**config.mk**
```make
export PLATFORM = sky130hd
export DESIGN_NAME = bcd_seq_converter_flat
export DESIGN_NICKNAME = d
export VERILOG_FILES = /design/src/rtl/bcd_pkg.sv /design/src/rtl/bcd_seq_converter_if.sv /design/src/rtl/bcd_digit_adjust.sv /design/src/rtl/bcd_seq_converter.sv /design/src/flat_wrapper.sv
export SDC_FILE = /design/constraint.sdc
export NUM_CORES = 1
export LEC_CHECK = 0
export ABC_AREA = 1
export CAP_MARGIN = 0
export CORE_AREA = 3 3 67 94
export CTS_CLUSTER_SIZE = 25
export DETAILED_ROUTE_END_ITERATION = 8
export DIE_AREA = 0 0 70 97
export PLACE_DENSITY = 0.71
export SLEW_MARGIN = 25
export SYNTH_ARGS = -nofsm -noshare
export SYNTH_HDL_FRONTEND = slang
export SYNTH_HIERARCHICAL = 1
export SYNTH_SLANG_ARGS = --single-unit
```
**constraint.sdc**
```tcl
create_clock -name clk -period 1.3 [get_ports clk]
set_input_delay 0.26 -clock clk [delete_from_list [all_inputs] [get_ports clk]]
set_output_delay 0.26 -clock clk [all_outputs]
set_load 0.005 [all_outputs]
```
**src/rtl/bcd_pkg.sv**
```systemverilog
// Shared definitions for the sequential binary-to-BCD converter.
// State encoding, digit width and counter sizing helper.
package bcd_pkg;

    localparam int BCD_DIGIT_W = 4;

    localparam logic [1:0] ST_IDLE    = 2'd0;
    localparam logic [1:0] ST_CONVERT = 2'd1;
    localparam logic [1:0] ST_FINISH  = 2'd2;

    typedef enum logic [1:0] {
        IDLE    = ST_IDLE,
        CONVERT = ST_CONVERT,
        FINISH  = ST_FINISH
    } state_t;

    function automatic int cnt_width(input int width);
        return $clog2(width + 1);
    endfunction

endpackage

```
**src/rtl/bcd_seq_converter_if.sv**
```systemverilog
// Request/result bundle between a client and the BCD converter.
// The client drives start/num; the converter returns status and digits.
interface bcd_seq_converter_if #(
    parameter int WIDTH  = 13,
    parameter int DIGITS = 4
);
    import bcd_pkg::*;

    logic                            start;
    logic [WIDTH-1:0]                num;
    logic                            busy;
    logic                            done;
    logic                            ovf;
    logic [DIGITS*BCD_DIGIT_W-1:0]   bcd;

    modport master (
        output start, num,
        input  busy, done, ovf, bcd
    );

    modport slave (
        input  start, num,
        output busy, done, ovf, bcd
    );

endinterface

```
**src/rtl/bcd_digit_adjust.sv**
```systemverilog
// One double-dabble correction stage for a single BCD digit.
// Digits of 5 or more get 3 added so the next shift carries correctly.
module bcd_digit_adjust
    import bcd_pkg::*;
(
    input  logic [BCD_DIGIT_W-1:0] digit,
    output logic [BCD_DIGIT_W-1:0] adjusted
);

    // add-3 when the digit would become >= 10 after doubling
    always_comb begin
        adjusted = digit;
        if (digit >= 4'd5) begin
            adjusted = digit + 4'd3;
        end
    end

endmodule

```
**src/rtl/bcd_seq_converter.sv**
```systemverilog
// Iterative double-dabble converter, one input bit per clock.
// Result digits are registered and only change when a conversion ends.
module bcd_seq_converter
    import bcd_pkg::*;
#(
    parameter int WIDTH  = 13,
    parameter int DIGITS = 4
) (
    input  logic             clk,
    input  logic             rst,
    bcd_seq_converter_if.slave bus
);

    localparam int BCD_W = DIGITS * BCD_DIGIT_W;
    localparam int CNT_W = cnt_width(WIDTH);

    state_t             state;
    state_t             state_next;
    logic [WIDTH-1:0]   bin_scr;
    logic [BCD_W-1:0]   bcd_scr;
    logic [BCD_W-1:0]   adj;
    logic               carry;
    logic [CNT_W-1:0]   cnt;
    logic [BCD_W-1:0]   bcd_q;
    logic               ovf_q;
    logic               done_q;

    for (genvar g = 0; g < DIGITS; g++) begin : g_adj
        bcd_digit_adjust u_adj (
            .digit    (bcd_scr[g*BCD_DIGIT_W +: BCD_DIGIT_W]),
            .adjusted (adj[g*BCD_DIGIT_W +: BCD_DIGIT_W])
        );
    end

    // state register
    always_ff @(posedge clk) begin
        if (rst) begin
            state <= IDLE;
        end else begin
            state <= state_next;
        end
    end

    // next-state decode; start only matters in IDLE
    always_comb begin
        state_next = state;
        unique case (state)
            IDLE:    if (bus.start) state_next = CONVERT;
            CONVERT: if (cnt == CNT_W'(1)) state_next = FINISH;
            FINISH:  state_next = IDLE;
            default: state_next = IDLE;
        endcase
    end

    // scratch shifting during CONVERT, result publish in FINISH
    always_ff @(posedge clk) begin
        if (rst) begin
            bin_scr <= '0;
            bcd_scr <= '0;
            carry   <= 1'b0;
            cnt     <= '0;
            bcd_q   <= '0;
            ovf_q   <= 1'b0;
            done_q  <= 1'b0;
        end else begin
            done_q <= 1'b0;
            unique case (state)
                IDLE: begin
                    if (bus.start) begin
                        bin_scr <= bus.num;
                        bcd_scr <= '0;
                        carry   <= 1'b0;
                        cnt     <= CNT_W'(WIDTH);
                    end
                end
                CONVERT: begin
                    carry   <= carry | adj[BCD_W-1];
                    bcd_scr <= {adj[BCD_W-2:0], bin_scr[WIDTH-1]};
                    bin_scr <= bin_scr << 1;
                    cnt     <= cnt - CNT_W'(1);
                end
                FINISH: begin
                    bcd_q  <= bcd_scr;
                    ovf_q  <= carry;
                    done_q <= 1'b1;
                end
                default: ;
            endcase
        end
    end

    assign bus.busy = (state != IDLE);
    assign bus.done = done_q;
    assign bus.ovf  = ovf_q;
    assign bus.bcd  = bcd_q;

endmodule

```
**src/flat_wrapper.sv**
```systemverilog
// flat-port wrapper written by rule: the top's interface ports become plain ports
module bcd_seq_converter_flat import bcd_pkg::*;
#(
    parameter int WIDTH  = 13,
    parameter int DIGITS = 4
)
  (clk, rst, bus_start, bus_num, bus_busy, bus_done, bus_ovf, bus_bcd);
  bcd_seq_converter_if #(.WIDTH(WIDTH), .DIGITS(DIGITS)) bus_i ();
  input  logic clk;
  input  logic rst;
  input wire logic [$bits(bus_i.start)-1:0] bus_start;
  input wire logic [$bits(bus_i.num)-1:0] bus_num;
  output wire logic [$bits(bus_i.busy)-1:0] bus_busy;
  output wire logic [$bits(bus_i.done)-1:0] bus_done;
  output wire logic [$bits(bus_i.ovf)-1:0] bus_ovf;
  output wire logic [$bits(bus_i.bcd)-1:0] bus_bcd;
  assign bus_i.start = bus_start;
  assign bus_i.num = bus_num;
  assign bus_busy = bus_i.busy;
  assign bus_done = bus_i.done;
  assign bus_ovf = bus_i.ovf;
  assign bus_bcd = bus_i.bcd;
  bcd_seq_converter #(.WIDTH(WIDTH), .DIGITS(DIGITS)) u_core (.clk(clk), .rst(rst), .bus(bus_i));
endmodule
```
# Word level (Yosys, flattened, before mapping)
# Cells that the tools add are included.
[classes]
eq_ne = 5
n_lt_le_gt_ge = 4
n_reduce_logical = 5
bitwise_logic = 1
addsub = 5
n_mux = 16
[op_table]
columns = ["op", "n"]
rows = [
  ["one-hot mux 16 bit (2 select lines)", 1],
  ["one-hot mux 13 bit (2 select lines)", 1],
  ["two-way mux 4 bit", 5],
  ["adder 4 x 2 -> 4 bit (second input constant)", 4],
  ["greater-or-equal comparator 4 x 3 -> 1 bit (second input constant)", 4],
  ["two-way mux 16 bit", 1],
  ["two-way mux 13 bit", 1],
  ["one-hot mux 4 bit (2 select lines)", 1],
  ["equality test 4 x 1 -> 1 bit (second input constant)", 1],
  ["two-way mux 2 bit", 2],
  ["one-hot mux 2 bit (2 select lines)", 1],
  ["AND reduction 2 bit", 2],
  ["nonzero test 2 bit", 2],
  ["subtractor 4 x 1 -> 4 bit (second input constant)", 1],
  ["equality test 2 x 1 -> 1 bit (second input constant)", 1],
  ["equality test 2 bit (second input constant)", 1],
  ["zero test 2 bit", 1],
  ["two-way mux 1 bit", 2],
  ["!= test 2 x 1 -> 1 bit (second input constant)", 1],
  ["!= test 2 bit (second input constant)", 1],
  ["one-hot mux 1 bit (2 select lines)", 1],
  ["OR 1 bit", 1],
]
[totals]
ff_bits = 54
out_inout_bits = 19
inputBits = 16
wordCells = 44

# Longest topological paths before layout
# Gate-level depths: netlist (run 1).
[depth]
ltp_word = 4
ltp_mapped = 9
depth_no_buf = 9

# Cells and area by module
# Netlist (run 1), hierarchy kept.
[by_module_without_submodules]
columns = ["module", "instances", "area_each_um2", "cells_per_inst", "seq_area_each_um2"]
rows = [
  ["bcd_seq_converter", 1, 2119.5, 298, 1081.0],
  ["bcd_digit_adjust", 4, 135.1, 23, 0.0],
]

# Least setup slack after synthesis (run 1)
# OpenSTA, ideal clock, no wires.
[synth_timing]
kind = "reg-to-reg"
startpoint = "reg u_core.bcd_scr[12]"
endpoint = "reg u_core.carry"
t_required_ns = 1.230
n_path_buf = 0
path_stages_with_launch = 8
arrival_ns = 1.148
synth_period_minus_slack_ns = 1.218
slack_ns = 0.082
setup_time_ns = 0.070
cell_sequence = "dfxtp_1 -> inv_1 -> ha_1 -> nor2_4 -> nor2_4 -> a21oi_2 -> o21ai_1 -> a21oi_1"
[synth_between]
elab_chain_cells = 4
elab_cells_between_ends = 5
cone_classes = "add/sub (1); order compare (1); mux (2); bitwise (1)"
[synth_lines]
columns = ["element", "line", "rtl"]
rows = [
  ["from (decl)", "bcd_seq_converter.sv:20", "logic [BCD_W-1:0] bcd_scr;"],
  ["from (signal assigned)", "bcd_seq_converter.sv:78", "bcd_scr <= {adj[BCD_W-2:0], bin_scr[WIDTH-1]};"],
  ["adder 4 x 2 -> 4 bit / greater-or-equal comparator 4 x 3 -> 1 bit (equally long branches)", "bcd_digit_adjust.sv:14, bcd_digit_adjust.sv:13", ""],
  ["two-way mux 4 bit *", "bcd_digit_adjust.sv:13", "if (digit >= 4'd5) begin"],
  ["net u_core.adj[15]", "bcd_seq_converter.sv:21", "logic [BCD_W-1:0] adj;"],
  ["OR 1 bit *", "bcd_seq_converter.sv:77", "carry <= carry | adj[BCD_W-1];"],
  ["one-hot mux 1 bit (2 select lines) *", "bcd_seq_converter.sv:67", "unique case (state)"],
  ["to (signal assigned)", "bcd_seq_converter.sv:77", ""],
  ["to (decl)", "bcd_seq_converter.sv:22", "logic carry;"],
]
# The timed path passes the listed nets; every way through them passes the cells marked *.
# A chain may end at the register's enable or synchronous reset.

# Final worst setup path (run 1)
[layout_timing]
startpoint = "reg u_core.state[1]"
endpoint = "reg u_core.bcd_scr[4]"
[layout_between]
elab_chain_cells = 3
elab_cells_between_ends = 6
cone_classes = "eq/ne (2); mux (1); reduce/logical (3)"
[layout_lines]
columns = ["element", "line", "rtl"]
rows = [
  ["from (decl)", "bcd_seq_converter.sv:17", "state_t state;"],
  ["from (signal assigned)", "bcd_seq_converter.sv:40", "state <= state_next;"],
  ["equality test 2 x 1 -> 1 bit / zero test 2 bit (equally long branches)", "bcd_seq_converter.sv:67", ""],
  ["nonzero test 2 bit (no source line) / != test 2 bit (equally long branches)", "--", ""],
  ["AND reduction 2 bit (no source line)", "--", ""],
]
# Parallel ways exist; a longest one is shown, timed or not.

==> metrics.cfg, run 1 <==
[setup_path]
path_delay_family = buffers and inverters
cp_max_fo = 8
r2r_start = u_core/state[1]
r2r_slack_ns = 0.02
setup.worst_path.end = u_core/bcd_scr[4]
cpMaxStageDelayCell = dfxtp_4
rr_endpoint = u_core/bcd_scr[4]
crit_start = u_core/state[1]
worstSetupPathDepth = 8
crit_path_end_kind = register
path_buf_inv = 4
path_class = reg2reg
cp_cell_sequence = buf_6 > inv_8 > nand2_4 > buf_6 > nor2_4 > clkbuf_16 > nand2_2 > nand2_1
critPathRequiredTime_ns = 1.55
cp.arrival_ns = 1.53
cp_common_cell = buf_6
slowest_delay_ns = 0.37
cp-start-kind = register
rr_worst_depth = 8

[global_routing]
overflow = 0
track_usage = 0.193
grt_max_degree = 26
grt_pass1_vias = 2561
antenna_found_initial = 0
grt_pass1_wl_um = 11000

[sta]
rsz0062_at_grt = yes
hold_slack_ns = 0.479
timing_max_transition_violations_final = 0
fmax_ghz = 0.779
worstMarginPinSlew_ns = 0.368
final-hold-violation-count = 0
max_slew_margin = 0.754
fin_skew_ns = 0.00588
period_share = 0.988
setup_viol = 0
finalCriticalPeriod_ns = 1.28
finalSetupTns_ns = 0

[synthesis]
yosys.area_share.simple = 0.376
synth_compound_area_frac = 0.0941
synth-seq-cells = 54
synthTopCellsByArea = dfxtp_1 (41%), nand2_1 (13%), nor2_1 (12%)
synth_fa_ha_area_frac = 0.0470
synth_cell_type_count = 19
muxShareOfSynthArea = 0
synth_top_area_frac = 0.406
synth-xor-area-share = 0
synth-async-reset-ratio = 0
syn_inst = 390
synth_top_family_by_area = simple AND/OR/NAND/NOR gates
synth-edff-count = 0
syn-cell-area_um2 = 2660
yosys_warnings = 6
avgSynthCellArea_um2 = 6.82
synth_common_cells = nand2_1 (95), nor2_1 (83), dfxtp_1 (54)
yosysTopAreaCell = dfxtp_1
synth.yosys.seq_area_share = 0.406
synthFlopType = dfxtp_1
syn-num-nets = 416
synth.most_common_cell = nand2_1

[final_layout]
n_antenna_cell = 0
fin_nets = 476
drive_above_1_share = 0.248
synthToLayoutAreaGrowth_pct = 33.3
instances_no_fill = 519

[floorplan]
die_w_um = 70
start_util = 0.481
core_um2 = 5530
ios = 35
row_count = 32
die_y_um = 97
die-area_um2 = 6790

[clocking]
clock_latency_ns = 0.31
cts_root_buf = clkbuf_8
ctsHoldBuffers = 0
cts_buffer_depth = 2
cts_tree = yes
cts.sinks = 54
clk_pin_slew_ns = 0.10
cts_made_buffers = 5
htreeDepth = 2

[route]
wire_per_inst_um = 12.3
first_iter_violations = 134
via_per_inst = 4.90
ant_nets = 0
dr.pass1.iters = 4
vias = 2543
finalWirelength_um = 6380
drc = 0

[outcome]
outcome = finished, final reports clean

[place]
gp_congestion = 0.868
dp_cells = 505
io_buffers = 34
place_hpwl_um = 4420

[power]
seqPwrFrac = 0.525
ir_drop_v = 0.000950
power_switching_uw = 937
intPower_uw = 2440
combPwrFrac = 0.184
leakage_uw = 0.00174
sw_frac_of_total = 0.277
pwr-share-clk = 0.291
power.density_nw_per_um2 = 952

[worst_hold_path]
hold_path_class = reg2reg

[run]
drv_cap = 0

[power groups by stage]
stage | Combinational [µW] | Clock [µW] | Sequential [µW]
6_report | 623 | 982 | 1770
5_1_grt | 701 | 1070 | 1780
4_1_cts | 565 | 1010 | 1770
3_5_place_dp | 573 | 0 | 1810
3_3_place_gp | 564 | 0 | 1810
2_1_floorplan | 305 | 0 | 1810
[worst min-delay path: cells and delay by family (launching register included)]
kind | cells | cell delay [ns]
DFF | 1 | 0.35
and+or+nand+nor | 2 | 0.10
[how the worst min path moves through the flow]
stage	cells past startpoint	to	slack, ns	from
floorplan	1	u_core/bin_scr[0]	0.33	rst
global placement	2	u_core/bcd_scr[0]	0.45	u_core/bin_scr[12]
detailed placement	2	u_core/bcd_scr[0]	0.45	u_core/bin_scr[12]
CTS	2	u_core/bcd_scr[0]	0.47	u_core/bin_scr[12]
global route	2	u_core/bcd_scr[0]	0.49	u_core/bin_scr[12]
finish	2	u_core/bcd_scr[0]	0.48	u_core/bin_scr[12]
[through the flow]
step	cell area (µm²)	utilization	setup slack [ns]	power [µW]
after global placement	3260	0.590	-0.177	2370
after detailed placement	3260	0.590	-0.206	2380
after CTS	3360	0.608	-0.0349	3350
after global routing	3550	0.642	-0.0491	3550
after floorplan	2660	-	0.0819	2110
final	3550	0.642	0.0162	3380
[placed cells by master (no fill, tap or decap), types with 5 or more instances in the layout]
cell	n
buf_4	25
clkbuf_8	6
clkdlybuf4s50_1	15
dfxtp_1	39
dfxtp_2	12
dlygate4sd2_1	18
ha_1	6
inv_1	31
inv_2	7
nand2_1	77
nand2_2	18
nand2_4	5
nand3_1	35
nor2_1	82
nor2_4	11
o21ai_0	27
o21ai_2	5
[registers in the layout, summed over array words and instances (netlist names)]
name,count
u_core/cnt,4
u_core/state,2
u_core/bcd_scr,16
u_core/carry,1
u_core/bus.bcd,16
u_core/bus.done,1
u_core/bus.ovf,1
u_core/bin_scr,13
[cell type report]
class,instances,area [µm²]
Clock buffer,6,82.6
Clock inverter,2,12.5
Fill cell,509,1980
Inverter,39,154
Multi-Input combinational cell,284,1490
Sequential cell,54,1110
Tap cell,68,85.1
Timing Repair Buffer,66,619
[timing repair]
item                                    4_1_cts  5_1_grt
setup buffers                                 1        4
endpoints found under the setup margin       21       30
pin swaps                                     0       26
resized for setup                            33       47
gates cloned                                  0        1
[layer usage]
metal,share of wire,vias up,GRT usage
li1,-,1332,-
met1,0.42,1153,0.217
met2,0.53,52,0.361
met3,0.041,6,0.0343
met4,0.0096,0,0.0590
met5,0,-,0
[cell families after synthesis]
group,after synthesis
simple gates,230
flops,54
buf+inv,52
compound gates,44
fa+ha+maj,10
No activity file was read; power rests on OpenSTA's default activity.
==> run 2, diff against run 1 <==
--- a/config.mk
+++ b/config.mk
@@ -7,11 +7,12 @@
 export LEC_CHECK = 0
 export ABC_AREA = 1
 export CAP_MARGIN = 0
-export CORE_AREA = 3 3 67 94
+export CORE_AREA = 10 10 74 101
 export CTS_CLUSTER_SIZE = 25
 export DETAILED_ROUTE_END_ITERATION = 8
-export DIE_AREA = 0 0 70 97
+export DIE_AREA = 0 0 84 111
 export PLACE_DENSITY = 0.71
+export RECOVER_POWER = 25
 export SLEW_MARGIN = 25
 export SYNTH_ARGS = -nofsm -noshare
 export SYNTH_HDL_FRONTEND = slang
==> metrics.cfg, run 2 (synthesis gave the netlist of run 1 again) <==
[route]
wire_per_inst_um = 12.7
via_per_inst = 4.88
drc = 0
finalWirelength_um = 6580
vias = 2535
dr.pass1.iters = 4
first_iter_violations = 94
ant_nets = 0

[setup_path]
crit_start = u_core/state[1]
crit_path_end_kind = register
cp_cell_sequence = buf_6 > inv_6 > nand2_4 > buf_6 > nor2_4 > clkbuf_16 > nand2_1 > nand2_1
path_class = reg2reg
cp-start-kind = register
cp_max_fo = 6
r2r_start = u_core/state[1]
slowest_delay_ns = 0.37
critPathRequiredTime_ns = 1.55
cpMaxStageDelayCell = dfxtp_4
cp.arrival_ns = 1.56

[final_layout]
drive_above_1_share = 0.218
seqCellArea_um2 = 1100
instances_no_fill = 519
final_cell_mix = nand2_1 (83), nor2_1 (81), dfxtp_1 (44)
final_cell_area_um2 = 3480
fillers = 541
multi_input_area_um2 = 1440
fin_nets = 474
final_common_cell = nand2_1
synthToLayoutAreaGrowth_pct = 31.0
n_antenna_cell = 0

[floorplan]
die_w_um = 84
die_y_um = 111
die-area_um2 = 9320
core_um2 = 5700
start_util = 0.467
ios = 35
row_count = 33

[place]
dp_cells = 505
dpl_cell_area_um2 = 3250
place_hpwl_um = 4410
gp_congestion = 0.861
io_buffers = 34

[global_routing]
antenna_found_initial = 0
grt_pass1_wl_um = 10900
track_usage = 0.135
grt_pass1_vias = 2457
overflow = 0
grt_max_degree = 35

[power]
ir_drop_v = 0.000565
leakage_uw = 0.00171
p_total_uw = 3390
power.density_nw_per_um2 = 972

[outcome]
outcome = complete, but fails checks
violations = negative setup slack

[run]
drv_cap = 0

[clocking]
cts_tree = yes
htreeDepth = 2
cts.sinks = 54
clk_pin_slew_ns = 0.10
clock_latency_ns = 0.31
cts_made_buffers = 5
cts_buffer_depth = 2
cts_root_buf = clkbuf_8

[worst_hold_path]
hold_start = u_core/bin_scr[0]
hold_path_class = reg2reg

[sta]
worstMarginPinSlew_ns = 0.330
timing_max_transition_violations_final = 0
fin_skew_ns = 0.00517
final-hold-violation-count = 0
finalSetupTns_ns = -0.00958
rsz0062_at_grt = yes
max_slew_margin = 0.780
fmax_ghz = 0.764
hold_slack_ns = 0.472
worst_slack_ns = -0.00958
setup_viol = 1
period_share = 1.01
finalCriticalPeriod_ns = 1.31

-- run 2: changes by cell type in the layout (fill, tap and decap cells not counted), moves of 2 or more --
cell     delta
nand2_1     +6
buf_4       -5
dfxtp_1     +5
dfxtp_2     -4
nand2_2     -4
buf_6       +2
ha_1        +2
ha_4        -2
nand2_4     -2
-- run 2: what timing repair did --
action,in CTS,in global routing
hold buffers,0,0
endpoints found under the setup margin,22,30
setup buffers,1,4
pin swaps,2,10
cloned,0,1
hold endpoints to repair,0,0
resized for setup,26,38
-- run 2: path summary, 6_finish.rpt --
check | end | slack [ns] | cells past startpoint
setup / recovery | u_core/bcd_scr[12] | -0.01 | 8
setup reg to reg | u_core/bcd_scr[12] | -0.01 | 8
hold / removal | u_core/bin_scr[0] | 0.47 | 2
hold reg to reg | u_core/bin_scr[0] | 0.47 | 2
-- run 2: where the power goes --
group	total, µW	switching (µW)	internal, µW	leakage, µW
Sequential	1780	44.9	1730	0.000444
Clock	981	552	429	0.0000472
Combinational	629	343	287	0.00122
Total	3390	940	2450	0.00171
-- run 2: final cells by class --
cell class	count	share of cell area
clock buffer	6	0.0237
clock inverter	2	0.00359
inverter	39	0.0434
multi-input combinational	284	0.414
tap	70	0.0251
timing repair buffer	64	0.175
sequential	54	0.315
-- run 2: worst max-delay path, delay by kind of cell (launching register included) --
family / cells / cell delay, ns
AND/OR/NAND/NOR: 4 / 0.39
flip-flops: 1 / 0.37
buffers and inverters: 4 / 0.51
-- run 2: metrics by stage --
stage	utilization	worst slack, ns
after detailed placement	0.570	-0.157
after global routing	0.612	-0.0678
after floorplan	-	0.0819
after CTS	0.586	0.00123
final	0.612	-0.00958
after global placement	0.570	-0.144
-- run 2: layer usage --
metal  share of wire  global-route usage
met1            0.43               0.145
met2            0.51               0.243
met3           0.040              0.0316
met4           0.016              0.0571
met5               0                   0
==> run 3, diff against run 2 <==
==> constraint.sdc (replaced) <==
create_clock -name clk -period 1.3 [get_ports clk]
set_input_delay 0.26 -clock clk [delete_from_list [all_inputs] [get_ports clk]]
set_output_delay 0.26 -clock clk [all_outputs]
set_load 0.01 [all_outputs]
==> metrics.cfg, run 3 (synthesis gave the netlist of run 1 again) <==
[route]
ant_nets = 0
drc = 0
wire_per_inst_um = 11.9
via_per_inst = 4.73
dr.pass1.iters = 4
finalWirelength_um = 6150
first_iter_violations = 78
vias = 2447

[sta]
setup_viol = 0
final-hold-violation-count = 0
period_share = 0.979
hold_slack_ns = 0.475
worstMarginPinSlew_ns = 0.343
fin_skew_ns = 0.00483
finalSetupTns_ns = 0
fmax_ghz = 0.786
max_slew_margin = 0.771
finalCriticalPeriod_ns = 1.27
timing_max_transition_violations_final = 0
rsz0062_at_grt = yes

[global_routing]
grt_max_degree = 34
grt_pass1_vias = 2342
track_usage = 0.129
overflow = 0
antenna_found_initial = 0
grt_pass1_wl_um = 10500

[floorplan]
core_um2 = 5700
die_y_um = 111
row_count = 33
ios = 35
start_util = 0.467
die-area_um2 = 9320
die_w_um = 84

[place]
io_buffers = 34
gp_congestion = 0.873
place_hpwl_um = 4290

[final_layout]
final_common_cell = nand2_1
fin_nets = 472
fin_util = 0.603
drive_above_1_share = 0.183
final_cell_mix = nand2_1 (93), nor2_1 (82), dfxtp_1 (46)
n_antenna_cell = 0
synthToLayoutAreaGrowth_pct = 29.1

[clocking]
cts_tree = yes
htreeDepth = 2
cts_made_buffers = 5
clk_pin_slew_ns = 0.09
cts_buffer_depth = 2
cts_root_buf = clkbuf_8
ctsHoldBuffers = 0
cts.sinks = 54
clock_latency_ns = 0.30

[power]
power.density_nw_per_um2 = 974
ir_drop_v = 0.000682
leakage_uw = 0.00167

[setup_path]
cp.arrival_ns = 1.01
path_class = reg2out
r2r_start = u_core/state[0]
crit_path_end_kind = output port
cp-start-kind = register
cp_max_fo = 2
critPathRequiredTime_ns = 1.04
crit_start = u_core/state[0]

[worst_hold_path]
hold_path_class = reg2reg
hold_start = u_core/bin_scr[0]

[outcome]
outcome = finished, final reports clean

[run]
drv_cap = 0

[run 3: changes by cell type in the layout (fill, tap and decap cells not counted), moves of 2 or more]
| cell | change |
|---|---|
| dfxtp_2 | -2 |
| clkbuf_2 | -2 |
| nand2_2 | -8 |
| nand2_1 | +10 |
| dfxtp_1 | +2 |
| nand2_4 | -2 |
[run 3: area by class of cell]
cell class / count / area, µm²
Fill cell: 548 / 2260
Multi-Input combinational cell: 284 / 1400
Sequential cell: 54 / 1100
Timing Repair Buffer: 62 / 606
Inverter: 39 / 151
Tap cell: 70 / 87.6
Clock buffer: 7 / 86.3
Clock inverter: 1 / 5.00
[run 3: path summary, 6_finish.rpt]
path	endpoint	slack, ns	cells after the start
setup / recovery	bus_busy	0.03	4
hold / removal	u_core/bin_scr[0]	0.48	2
setup reg to reg	u_core/bcd_scr[6]	0.06	7
hold reg to reg	u_core/bin_scr[0]	0.48	2
[run 3: power breakdown]
group          total [µW]  leakage [µW]  switching [µW]  internal, µW
clock                 957     0.0000482             526           431
sequential           1770      0.000443            42.4          1730
combinational         617       0.00118             333           284
[run 3: timing repair]
item                                    CTS  global route
gates resized for setup                  24            25
pin swaps                                 1             9
endpoints found under the setup margin   21            21
gates cloned                              0             1
buffers inserted                          0             3
[run 3: layer usage]
metal | wire length [µm] | vias to the layer above | global-route usage
met5 | 0 | - | 0
met3 | 227 | 6 | 0.0272
met4 | 93 | 0 | 0.0470
li1 | - | 1320 | -
met2 | 3070 | 43 | 0.222
met1 | 2760 | 1078 | 0.151
[run 3: worst max-delay path, stage by stage, from the launching register on]
cell and delay, ns:
dfxtp_2 0.34, buf_4 0.13, nor2_4 0.08, inv_1 0.04, buf_2 0.13
[run 3: per-stage QoR]
step           area (µm²)  cells  power (µW)  worst slack, ns
2_1_floorplan        2660    390        2120           0.0819
3_3_place_gp         3260    505        2390           -0.142
3_5_place_dp         3260    505        2400           -0.152
4_1_cts              3340    513        3340           0.0106
5_1_grt              3430    517        3510          -0.0368
6_report             3430    517        3340           0.0273
